`config.mk`:
```
export PLATFORM = sky130hd
export DESIGN_NAME = hazard_stall_ctrl_flat
export DESIGN_NICKNAME = d
export VERILOG_FILES = /design/src/rtl/hazard_stall_ctrl_if.sv /design/src/rtl/hazard_stall_ctrl.sv /design/src/flat_wrapper.sv
export SDC_FILE = /design/constraint.sdc
export NUM_CORES = 1
export LEC_CHECK = 0
export CAP_MARGIN = 10
export CORE_ASPECT_RATIO = 0.9
export CORE_MARGIN = 2
export CORE_UTILIZATION = 52
export DETAILED_ROUTE_END_ITERATION = 16
export PLACE_DENSITY = 0.92
export RECOVER_POWER = 25
export SKIP_CTS_REPAIR_TIMING = 1
export SKIP_LAST_GASP = 1
export SYNTH_ARGS = -nofsm -noshare
export SYNTH_HDL_FRONTEND = slang
export SYNTH_SLANG_ARGS = --single-unit
```
`constraint.sdc`:
```
create_clock -name clk -period 5.9 [get_ports clk]
set_input_delay 1.18 -clock clk [delete_from_list [all_inputs] [get_ports clk]]
set_output_delay 1.18 -clock clk [all_outputs]
set_load 0.03 [all_outputs]
```
`src/rtl/hazard_stall_ctrl_if.sv`:
```
// -----------------------------------------------------------------------------
// hazard_stall_ctrl_if
// Bundle between the pipeline datapath and the hazard/stall controller.
//   master : pipeline side; drives the ID/EXE/MEM hazard inputs and the
//            memory handshake, receives the freeze/flush/bubble controls.
//   slave  : controller side (hazard_stall_ctrl).
// Signals:
//   id_valid, id_src1, id_src2, id_use_src1, id_use_src2   ID-stage operands
//   exe_dest, exe_wb_en, exe_mem_r                         EXE destination
//   mem_dest, mem_wb_en                                    MEM destination
//   branch_taken                                           EXE taken branch
//   mem_req, mem_ready                                     data-memory handshake
//   freeze_pc, freeze_if_id, flush_if_id, bubble_id_exe,
//   freeze_pipe                                            pipeline controls
// -----------------------------------------------------------------------------
interface hazard_stall_ctrl_if #(
    parameter int REG_ADDR_W = 4
);
    logic                  id_valid;
    logic [REG_ADDR_W-1:0] id_src1;
    logic [REG_ADDR_W-1:0] id_src2;
    logic                  id_use_src1;
    logic                  id_use_src2;
    logic [REG_ADDR_W-1:0] exe_dest;
    logic                  exe_wb_en;
    logic                  exe_mem_r;
    logic [REG_ADDR_W-1:0] mem_dest;
    logic                  mem_wb_en;
    logic                  branch_taken;
    logic                  mem_req;
    logic                  mem_ready;
    logic                  freeze_pc;
    logic                  freeze_if_id;
    logic                  flush_if_id;
    logic                  bubble_id_exe;
    logic                  freeze_pipe;

    modport master (
        output id_valid, id_src1, id_src2, id_use_src1, id_use_src2,
        output exe_dest, exe_wb_en, exe_mem_r, mem_dest, mem_wb_en,
        output branch_taken, mem_req, mem_ready,
        input  freeze_pc, freeze_if_id, flush_if_id, bubble_id_exe, freeze_pipe
    );

    modport slave (
        input  id_valid, id_src1, id_src2, id_use_src1, id_use_src2,
        input  exe_dest, exe_wb_en, exe_mem_r, mem_dest, mem_wb_en,
        input  branch_taken, mem_req, mem_ready,
        output freeze_pc, freeze_if_id, flush_if_id, bubble_id_exe, freeze_pipe
    );
endinterface

```
`src/rtl/hazard_stall_ctrl.sv`:
```
// -----------------------------------------------------------------------------
// hazard_stall_ctrl
// Pipeline sequencing controller for the 5-stage core. Detects RAW hazards
// between ID sources and EXE/MEM destinations, generates PC/IF-ID freeze,
// IF-ID flush and ID-EXE bubble, and freezes the whole pipe while data memory
// is not ready (with a sticky wait timeout and saturating perf counters).
// Priority of the pipeline controls: memory wait > taken branch > hazard.
//
// Optional build macro HAZARD_FORWARDING_EN: hazards reduce to load-use only
// and registered forwarding selects fwd_sel1/fwd_sel2 are added
// (01 = forward from MEM, 10 = forward from WB, 00 = register file).
//
// Ports:
//   clk, rst          clock, synchronous active-high reset
//   pif (slave)       hazard inputs, memory handshake, pipeline controls
//   cnt_clr           synchronous clear of the performance counters
//   mem_timeout       sticky memory-wait timeout flag
//   ctrl_state        00 RUN, 01 MEM_WAIT, 10 TIMEOUT
//   stall_cycles, flush_count, mem_wait_cycles   saturating counters
//   fwd_sel1, fwd_sel2   (HAZARD_FORWARDING_EN only) forwarding selects
// -----------------------------------------------------------------------------
module hazard_stall_ctrl #(
    parameter int REG_ADDR_W  = 4,
    parameter int CNT_W       = 16,
    parameter int MEM_TIMEOUT = 8
) (
    input  logic                clk,
    input  logic                rst,
    hazard_stall_ctrl_if.slave  pif,
    input  logic                cnt_clr,
    output logic                mem_timeout,
    output logic [1:0]          ctrl_state,
    output logic [CNT_W-1:0]    stall_cycles,
    output logic [CNT_W-1:0]    flush_count,
    output logic [CNT_W-1:0]    mem_wait_cycles
`ifdef HAZARD_FORWARDING_EN
    ,
    output logic [1:0]          fwd_sel1,
    output logic [1:0]          fwd_sel2
`endif
);

    localparam int WAIT_W = $clog2(MEM_TIMEOUT) + 1;

    typedef enum logic [1:0] {
        ST_RUN      = 2'b00,
        ST_MEM_WAIT = 2'b01,
        ST_TIMEOUT  = 2'b10
    } state_t;

    state_t              state_r, state_nxt_s;
    logic [WAIT_W-1:0]   wait_cnt_r, wait_cnt_nxt_s;
    logic                timeout_set_s;
    logic                mem_timeout_r;
    logic [CNT_W-1:0]    stall_cnt_r, flush_cnt_r, mwait_cnt_r;

    logic mem_wait_s;
    logic m1_exe_s, m2_exe_s, m1_mem_s, m2_mem_s;
    logic hazard_s;
    logic freeze_if_id_s, flush_s, bubble_s;

    function automatic logic [CNT_W-1:0] sat_inc(input logic [CNT_W-1:0] v);
        return (v == {CNT_W{1'b1}}) ? v : v + CNT_W'(1);
    endfunction

    assign mem_wait_s = pif.mem_req & ~pif.mem_ready;

    // Source/destination matches, qualified by source use and write-back enable.
    assign m1_exe_s = pif.id_use_src1 & (pif.id_src1 == pif.exe_dest) & pif.exe_wb_en;
    assign m2_exe_s = pif.id_use_src2 & (pif.id_src2 == pif.exe_dest) & pif.exe_wb_en;
    assign m1_mem_s = pif.id_use_src1 & (pif.id_src1 == pif.mem_dest) & pif.mem_wb_en;
    assign m2_mem_s = pif.id_use_src2 & (pif.id_src2 == pif.mem_dest) & pif.mem_wb_en;

`ifdef HAZARD_FORWARDING_EN
    // With forwarding only a load in EXE cannot supply its result in time.
    assign hazard_s = pif.id_valid & pif.exe_mem_r & (m1_exe_s | m2_exe_s);
`else
    assign hazard_s = pif.id_valid & (m1_exe_s | m2_exe_s | m1_mem_s | m2_mem_s);

    logic unused_fwd_s;
    assign unused_fwd_s = pif.exe_mem_r;
`endif

    assign freeze_if_id_s = mem_wait_s | (hazard_s & ~pif.branch_taken);
    assign flush_s        = pif.branch_taken & ~mem_wait_s;
    assign bubble_s       = (hazard_s | pif.branch_taken) & ~mem_wait_s;

    assign pif.freeze_pipe   = mem_wait_s;
    assign pif.flush_if_id   = flush_s;
    assign pif.freeze_pc     = freeze_if_id_s;
    assign pif.freeze_if_id  = freeze_if_id_s;
    assign pif.bubble_id_exe = bubble_s;

    // State register, wait counter and sticky timeout flag.
    always_ff @(posedge clk) begin
        if (rst) begin
            state_r       <= ST_RUN;
            wait_cnt_r    <= '0;
            mem_timeout_r <= 1'b0;
        end else begin
            state_r       <= state_nxt_s;
            wait_cnt_r    <= wait_cnt_nxt_s;
            mem_timeout_r <= mem_timeout_r | timeout_set_s;
        end
    end

    // Memory-wait FSM next state; wait_cnt counts consecutive wait cycles.
    always_comb begin
        state_nxt_s    = state_r;
        wait_cnt_nxt_s = wait_cnt_r;
        timeout_set_s  = 1'b0;
        case (state_r)
            ST_RUN: begin
                if (mem_wait_s) begin
                    state_nxt_s    = ST_MEM_WAIT;
                    wait_cnt_nxt_s = WAIT_W'(1);
                end else begin
                    wait_cnt_nxt_s = '0;
                end
            end
            ST_MEM_WAIT: begin
                if (mem_wait_s) begin
                    if (wait_cnt_r == WAIT_W'(MEM_TIMEOUT - 1)) begin
                        state_nxt_s   = ST_TIMEOUT;
                        timeout_set_s = 1'b1;
                    end else begin
                        wait_cnt_nxt_s = wait_cnt_r + WAIT_W'(1);
                    end
                end else begin
                    state_nxt_s    = ST_RUN;
                    wait_cnt_nxt_s = '0;
                end
            end
            ST_TIMEOUT: begin
                if (mem_wait_s) begin
                    state_nxt_s = ST_TIMEOUT;
                end else begin
                    state_nxt_s    = ST_RUN;
                    wait_cnt_nxt_s = '0;
                end
            end
            default: begin
                state_nxt_s    = ST_RUN;
                wait_cnt_nxt_s = '0;
            end
        endcase
    end

    // Saturating performance counters; cnt_clr wins over a same-cycle increment.
    always_ff @(posedge clk) begin
        if (rst || cnt_clr) begin
            stall_cnt_r <= '0;
            flush_cnt_r <= '0;
            mwait_cnt_r <= '0;
        end else begin
            if (freeze_if_id_s && !mem_wait_s) begin
                stall_cnt_r <= sat_inc(stall_cnt_r);
            end
            if (flush_s) begin
                flush_cnt_r <= sat_inc(flush_cnt_r);
            end
            if (mem_wait_s) begin
                mwait_cnt_r <= sat_inc(mwait_cnt_r);
            end
        end
    end

`ifdef HAZARD_FORWARDING_EN
    logic [1:0] fwd1_r, fwd2_r;

    // Forwarding selects: EXE match has priority, bubbles clear, frozen pipe holds.
    always_ff @(posedge clk) begin
        if (rst) begin
            fwd1_r <= 2'b00;
            fwd2_r <= 2'b00;
        end else if (mem_wait_s) begin
            fwd1_r <= fwd1_r;
            fwd2_r <= fwd2_r;
        end else if (bubble_s) begin
            fwd1_r <= 2'b00;
            fwd2_r <= 2'b00;
        end else begin
            fwd1_r <= m1_exe_s ? 2'b01 : (m1_mem_s ? 2'b10 : 2'b00);
            fwd2_r <= m2_exe_s ? 2'b01 : (m2_mem_s ? 2'b10 : 2'b00);
        end
    end

    assign fwd_sel1 = fwd1_r;
    assign fwd_sel2 = fwd2_r;
`endif

    assign mem_timeout     = mem_timeout_r;
    assign ctrl_state      = state_r;
    assign stall_cycles    = stall_cnt_r;
    assign flush_count     = flush_cnt_r;
    assign mem_wait_cycles = mwait_cnt_r;

endmodule

```
`src/flat_wrapper.sv`:
```
// flat-port wrapper written by rule: the top's interface ports become plain ports
module hazard_stall_ctrl_flat 
#(
    parameter int REG_ADDR_W  = 4,
    parameter int CNT_W       = 16,
    parameter int MEM_TIMEOUT = 8
)
  (clk, rst, cnt_clr, mem_timeout, ctrl_state, stall_cycles, flush_count, mem_wait_cycles, pif_id_valid, pif_id_src1, pif_id_src2, pif_id_use_src1, pif_id_use_src2, pif_exe_dest, pif_exe_wb_en, pif_exe_mem_r, pif_mem_dest, pif_mem_wb_en, pif_branch_taken, pif_mem_req, pif_mem_ready, pif_freeze_pc, pif_freeze_if_id, pif_flush_if_id, pif_bubble_id_exe, pif_freeze_pipe);
  hazard_stall_ctrl_if #(.REG_ADDR_W(REG_ADDR_W)) pif_i ();
  input  logic clk;
  input  logic rst;
  input  logic cnt_clr;
  output logic mem_timeout;
  output logic [1:0] ctrl_state;
  output logic [CNT_W-1:0] stall_cycles;
  output logic [CNT_W-1:0] flush_count;
  output logic [CNT_W-1:0] mem_wait_cycles;
  input wire logic [$bits(pif_i.id_valid)-1:0] pif_id_valid;
  input wire logic [$bits(pif_i.id_src1)-1:0] pif_id_src1;
  input wire logic [$bits(pif_i.id_src2)-1:0] pif_id_src2;
  input wire logic [$bits(pif_i.id_use_src1)-1:0] pif_id_use_src1;
  input wire logic [$bits(pif_i.id_use_src2)-1:0] pif_id_use_src2;
  input wire logic [$bits(pif_i.exe_dest)-1:0] pif_exe_dest;
  input wire logic [$bits(pif_i.exe_wb_en)-1:0] pif_exe_wb_en;
  input wire logic [$bits(pif_i.exe_mem_r)-1:0] pif_exe_mem_r;
  input wire logic [$bits(pif_i.mem_dest)-1:0] pif_mem_dest;
  input wire logic [$bits(pif_i.mem_wb_en)-1:0] pif_mem_wb_en;
  input wire logic [$bits(pif_i.branch_taken)-1:0] pif_branch_taken;
  input wire logic [$bits(pif_i.mem_req)-1:0] pif_mem_req;
  input wire logic [$bits(pif_i.mem_ready)-1:0] pif_mem_ready;
  output wire logic [$bits(pif_i.freeze_pc)-1:0] pif_freeze_pc;
  output wire logic [$bits(pif_i.freeze_if_id)-1:0] pif_freeze_if_id;
  output wire logic [$bits(pif_i.flush_if_id)-1:0] pif_flush_if_id;
  output wire logic [$bits(pif_i.bubble_id_exe)-1:0] pif_bubble_id_exe;
  output wire logic [$bits(pif_i.freeze_pipe)-1:0] pif_freeze_pipe;
  assign pif_i.id_valid = pif_id_valid;
  assign pif_i.id_src1 = pif_id_src1;
  assign pif_i.id_src2 = pif_id_src2;
  assign pif_i.id_use_src1 = pif_id_use_src1;
  assign pif_i.id_use_src2 = pif_id_use_src2;
  assign pif_i.exe_dest = pif_exe_dest;
  assign pif_i.exe_wb_en = pif_exe_wb_en;
  assign pif_i.exe_mem_r = pif_exe_mem_r;
  assign pif_i.mem_dest = pif_mem_dest;
  assign pif_i.mem_wb_en = pif_mem_wb_en;
  assign pif_i.branch_taken = pif_branch_taken;
  assign pif_i.mem_req = pif_mem_req;
  assign pif_i.mem_ready = pif_mem_ready;
  assign pif_freeze_pc = pif_i.freeze_pc;
  assign pif_freeze_if_id = pif_i.freeze_if_id;
  assign pif_flush_if_id = pif_i.flush_if_id;
  assign pif_bubble_id_exe = pif_i.bubble_id_exe;
  assign pif_freeze_pipe = pif_i.freeze_pipe;
  hazard_stall_ctrl #(.REG_ADDR_W(REG_ADDR_W), .CNT_W(CNT_W), .MEM_TIMEOUT(MEM_TIMEOUT)) u_core (.clk(clk), .rst(rst), .pif(pif_i), .cnt_clr(cnt_clr), .mem_timeout(mem_timeout), .ctrl_state(ctrl_state), .stall_cycles(stall_cycles), .flush_count(flush_count), .mem_wait_cycles(mem_wait_cycles));
endmodule
```
==> flow_summary_export.csv <==
group,metric,value,unit
synth,yosys_warnings,0,
critical_path,reg2reg_slack,3.48,ns
synth,synthMuxAreaShare,1.00,%
clock_tree,cts_tree,"built",
critical_path,max_stage_delay,0.74,ns
die,die_h,75.9,um
global_route,grt_max_degree,48,
critical_path,crit_buf_inv,4,
global_route,grt_pass1_wl,12.7,mm
clock_tree,clock_sinks,55,
synth,seq_area_frac_synth,36.8,%
clock_tree,clockBufferDepth,2,
synth,ys_async_sr_fraction,0,%
critical_path,required,4.72,ns
synth,synth-seq-cells,55,
critical_path,worstSetupEndpoint,"pif_flush_if_id",
die,row_count,26,
die,io_pins,84,
route,vias,2936,
critical_path,startpoint_type,"input pin",
critical_path,path_class,"in -> out",
synth,syn_inst,363,
clock_tree,cts_root_buf,"clkbuf_8",
route,drt_iter0_markers,145,
synth,synth_fp_nets,399,
sta,slew_headroom,27.5,%
route,wirelength,7.35,mm
sta,rsz0062_at_grt,"false",
synth,synth_fa_ha_area_share,3.35,%
synth,ys_dominant_reg_cell,"dfxtp_1",
layout,fin_util,69.7,%
critical_path,crit_path_start,"pif_mem_ready",
synth,synth_top_family_by_area,"simple AND/OR/NAND/NOR gates",
placement,dp_hpwl,5.34,mm
sta,setup_viol,0,
die,start_util,53.1,%
synth,synth.avg_cell_area,8.24,um^2
route,ant_nets,0,
placement,globalplace.congestion,0.859,
sta,finalCritPeriodShare,87.1,%
pwr,ir_drop,0.176,mV
sta,min_period,5.14,ns
synth,synthSimpleGateAreaFrac,30.1,%
synth,synth.distinct_cells,48,
placement,io_buffers,82,
outcome,status,"finished, final reports clean",
layout,num-nets-final,474,
critical_path,arrival,3.96,ns
die,die_w,83.9,um
synth,synthXorXnorAreaFrac,12.6,%
placement,placed_cell_area,3840,um^2
layout,syn_to_final_growth,31.2,%
route,avgRoutedWirePerCell,14.4,um
route,vias_per_cell,5.77,
flow_run,max_cap_viol_count,0,
global_route,grt_pass1_vias,2844,
die,core,5630,um^2
pwr,leakagePower,1.35,nW
global_route,grt_util_all_layers,23.6,%
worst_hold_path,min_path_type,"reg -> reg",
route,post-route-drc-count,0,
global_route,grt_overflow,0,
critical_path,reg2reg_depth,6,
critical_path,worstSetupEndpointType,"output port",
route,dr.pass1.iters,4,
global_route,grt_antenna_before_repair,0,
pwr,powerDensity,170,nW/um^2
sta,hold_viol,0,
layout,antenna_cells,0,
critical_path,crit_fanout,18,
synth,synth_compound_gate_area_share,12.2,%
layout,final_cell_mix,"clkdlybuf4s50_1 (59), dfxtp_1 (55), nor2_1 (43)",
layout,layout_commonest_cell,"clkdlybuf4s50_1",
critical_path,slowest_stage,"clkdlybuf4s50_1",
layout,design_area,3920,um^2
die,dieArea,6370,um^2
clock_tree,cts_buffers,5,
critical_path,reg2reg_from,"u_core.stall_cycles[8]",
layout,fin_cells,509,
sta,max_freq,195,MHz
critical_path,path_cells,"dlygate4sd3_1 -> nand2b_1 -> clkbuf_1 -> inv_1 -> nor2_1 -> clkdlybuf4s50_1",
clock_tree,cts_htree_levels,2,
sta,skew,0.00664,ns
synth,netlist_area,2990,um^2
critical_path,crit_cells,6,
critical_path,critical_path.top_delay_family,"buffers and inverters",
sta,drv_slew,0,
pwr,p_total,666,uW
clock_tree,clk_latency,0.31,ns
sta,max_slew.worst_pin.slew,1.08,ns
placement,placedCellCount,501,
clock_tree,clkTransAtPathRegs,0.10,ns
sta,setup_tns,0,ns
critical_path,r2r-end,"u_core.stall_cycles[14]",
layout,layout-drive-gt1-share,3.42,%
synth,synth-edff-count,0,
==> worst min-delay path, cell delays in order, from the launching register on <==
cell     delay (ns)
dfxtp_1        0.34
a31oi_1        0.04
nor2_1         0.07
==> synthesized netlist by cell type (all sizes together), types with 4 or more instances <==
| library cell | n | area (um^2) |
|---|---|---|
| inv | 11 | 41.3 |
| and3 | 5 | 31.3 |
| or4 | 7 | 52.6 |
| dfxtp | 55 | 1100 |
| or3 | 12 | 85.1 |
| nand4 | 19 | 125 |
| buf | 7 | 40.0 |
| nor3 | 8 | 40.0 |
| ha | 8 | 100 |
| o31ai | 5 | 37.5 |
| nand3 | 19 | 95.1 |
| o21ai | 13 | 65.1 |
| nor2 | 43 | 161 |
| xor2 | 24 | 210 |
| nand2 | 25 | 93.8 |
| nor4 | 12 | 75.1 |
| and4 | 6 | 53.8 |
| and2 | 4 | 25.0 |
| xnor2 | 19 | 166 |
| a21oi | 25 | 125 |
| clkbuf | 9 | 36.3 |
| o211ai | 4 | 30.0 |
==> worst min-delay path by stage <==
| stage | startpoint | end | slack (ns) | cells after the start |
|---|---|---|---|---|
| finish | u_core.mem_timeout | u_core.mem_timeout | 0.49 | 2 |
| floorplan | u_core.wait_cnt_r[1] | u_core.wait_cnt_r[1] | 0.45 | 2 |
| global placement | u_core.mem_timeout | u_core.mem_timeout | 0.46 | 2 |
| global route | u_core.wait_cnt_r[1] | u_core.wait_cnt_r[1] | 0.52 | 2 |
| CTS | u_core.mem_timeout | u_core.mem_timeout | 0.49 | 2 |
| detailed placement | u_core.mem_timeout | u_core.mem_timeout | 0.47 | 2 |
==> report_power, final <==
group / internal, mW / switching [mW]
clock: 0.0856 / 0.127
combinational: 0.0346 / 0.0431
sequential: 0.373 / 0.00250
total: 0.493 / 0.173
==> area by class of cell <==
cell class / count / area (um^2)
sequential: 55 / 1100
clock inverter: 2 / 17.5
inverter: 11 / 41.3
timing repair buffer: 84 / 832
multi-input combinational: 281 / 1770
tap: 70 / 87.6
clock buffer: 6 / 72.6
fill: 448 / 1700
==> per-layer routing <==
metal	global-route usage (%)	share of wire (%)	vias up	wire, um
met3	3.81	4.4	9	324
li1	-	-	1456	-
met4	7.26	1.1	0	79
met1	28.3	42	1395	3100
met5	0	0	-	0
met2	43.0	52	76	3840
==> through the flow <==
stage	setup slack [ns]	hold slack, ns
floorplan	1.53	0.449
global placement	1.06	0.457
detailed placement	0.946	0.469
CTS	0.938	0.492
global route	0.624	0.520
finish	0.761	0.485
==> sequential cells by signal, summed over array words and instances, names as in the netlist <==
signal / cells
u_core.ctrl_state: 2
u_core.flush_count: 16
u_core.mem_timeout: 1
u_core.mem_wait_cycles: 16
u_core.stall_cycles: 16
u_core.wait_cnt_r: 4
==> cell families (layout without fill, tap and decap cells) <==
logic type / count (synthesis) / after routing
and+or+nand+nor: 168 / 168
AOI/OAI and AO/OA: 59 / 59
DFF: 55 / 55
xor gates and xnor gates: 43 / 43
buffers and inverters: 27 / 103
adders and majority gates: 8 / 8
muxes: 3 / 3
Note: power is estimated with default switching activity, not from simulation.
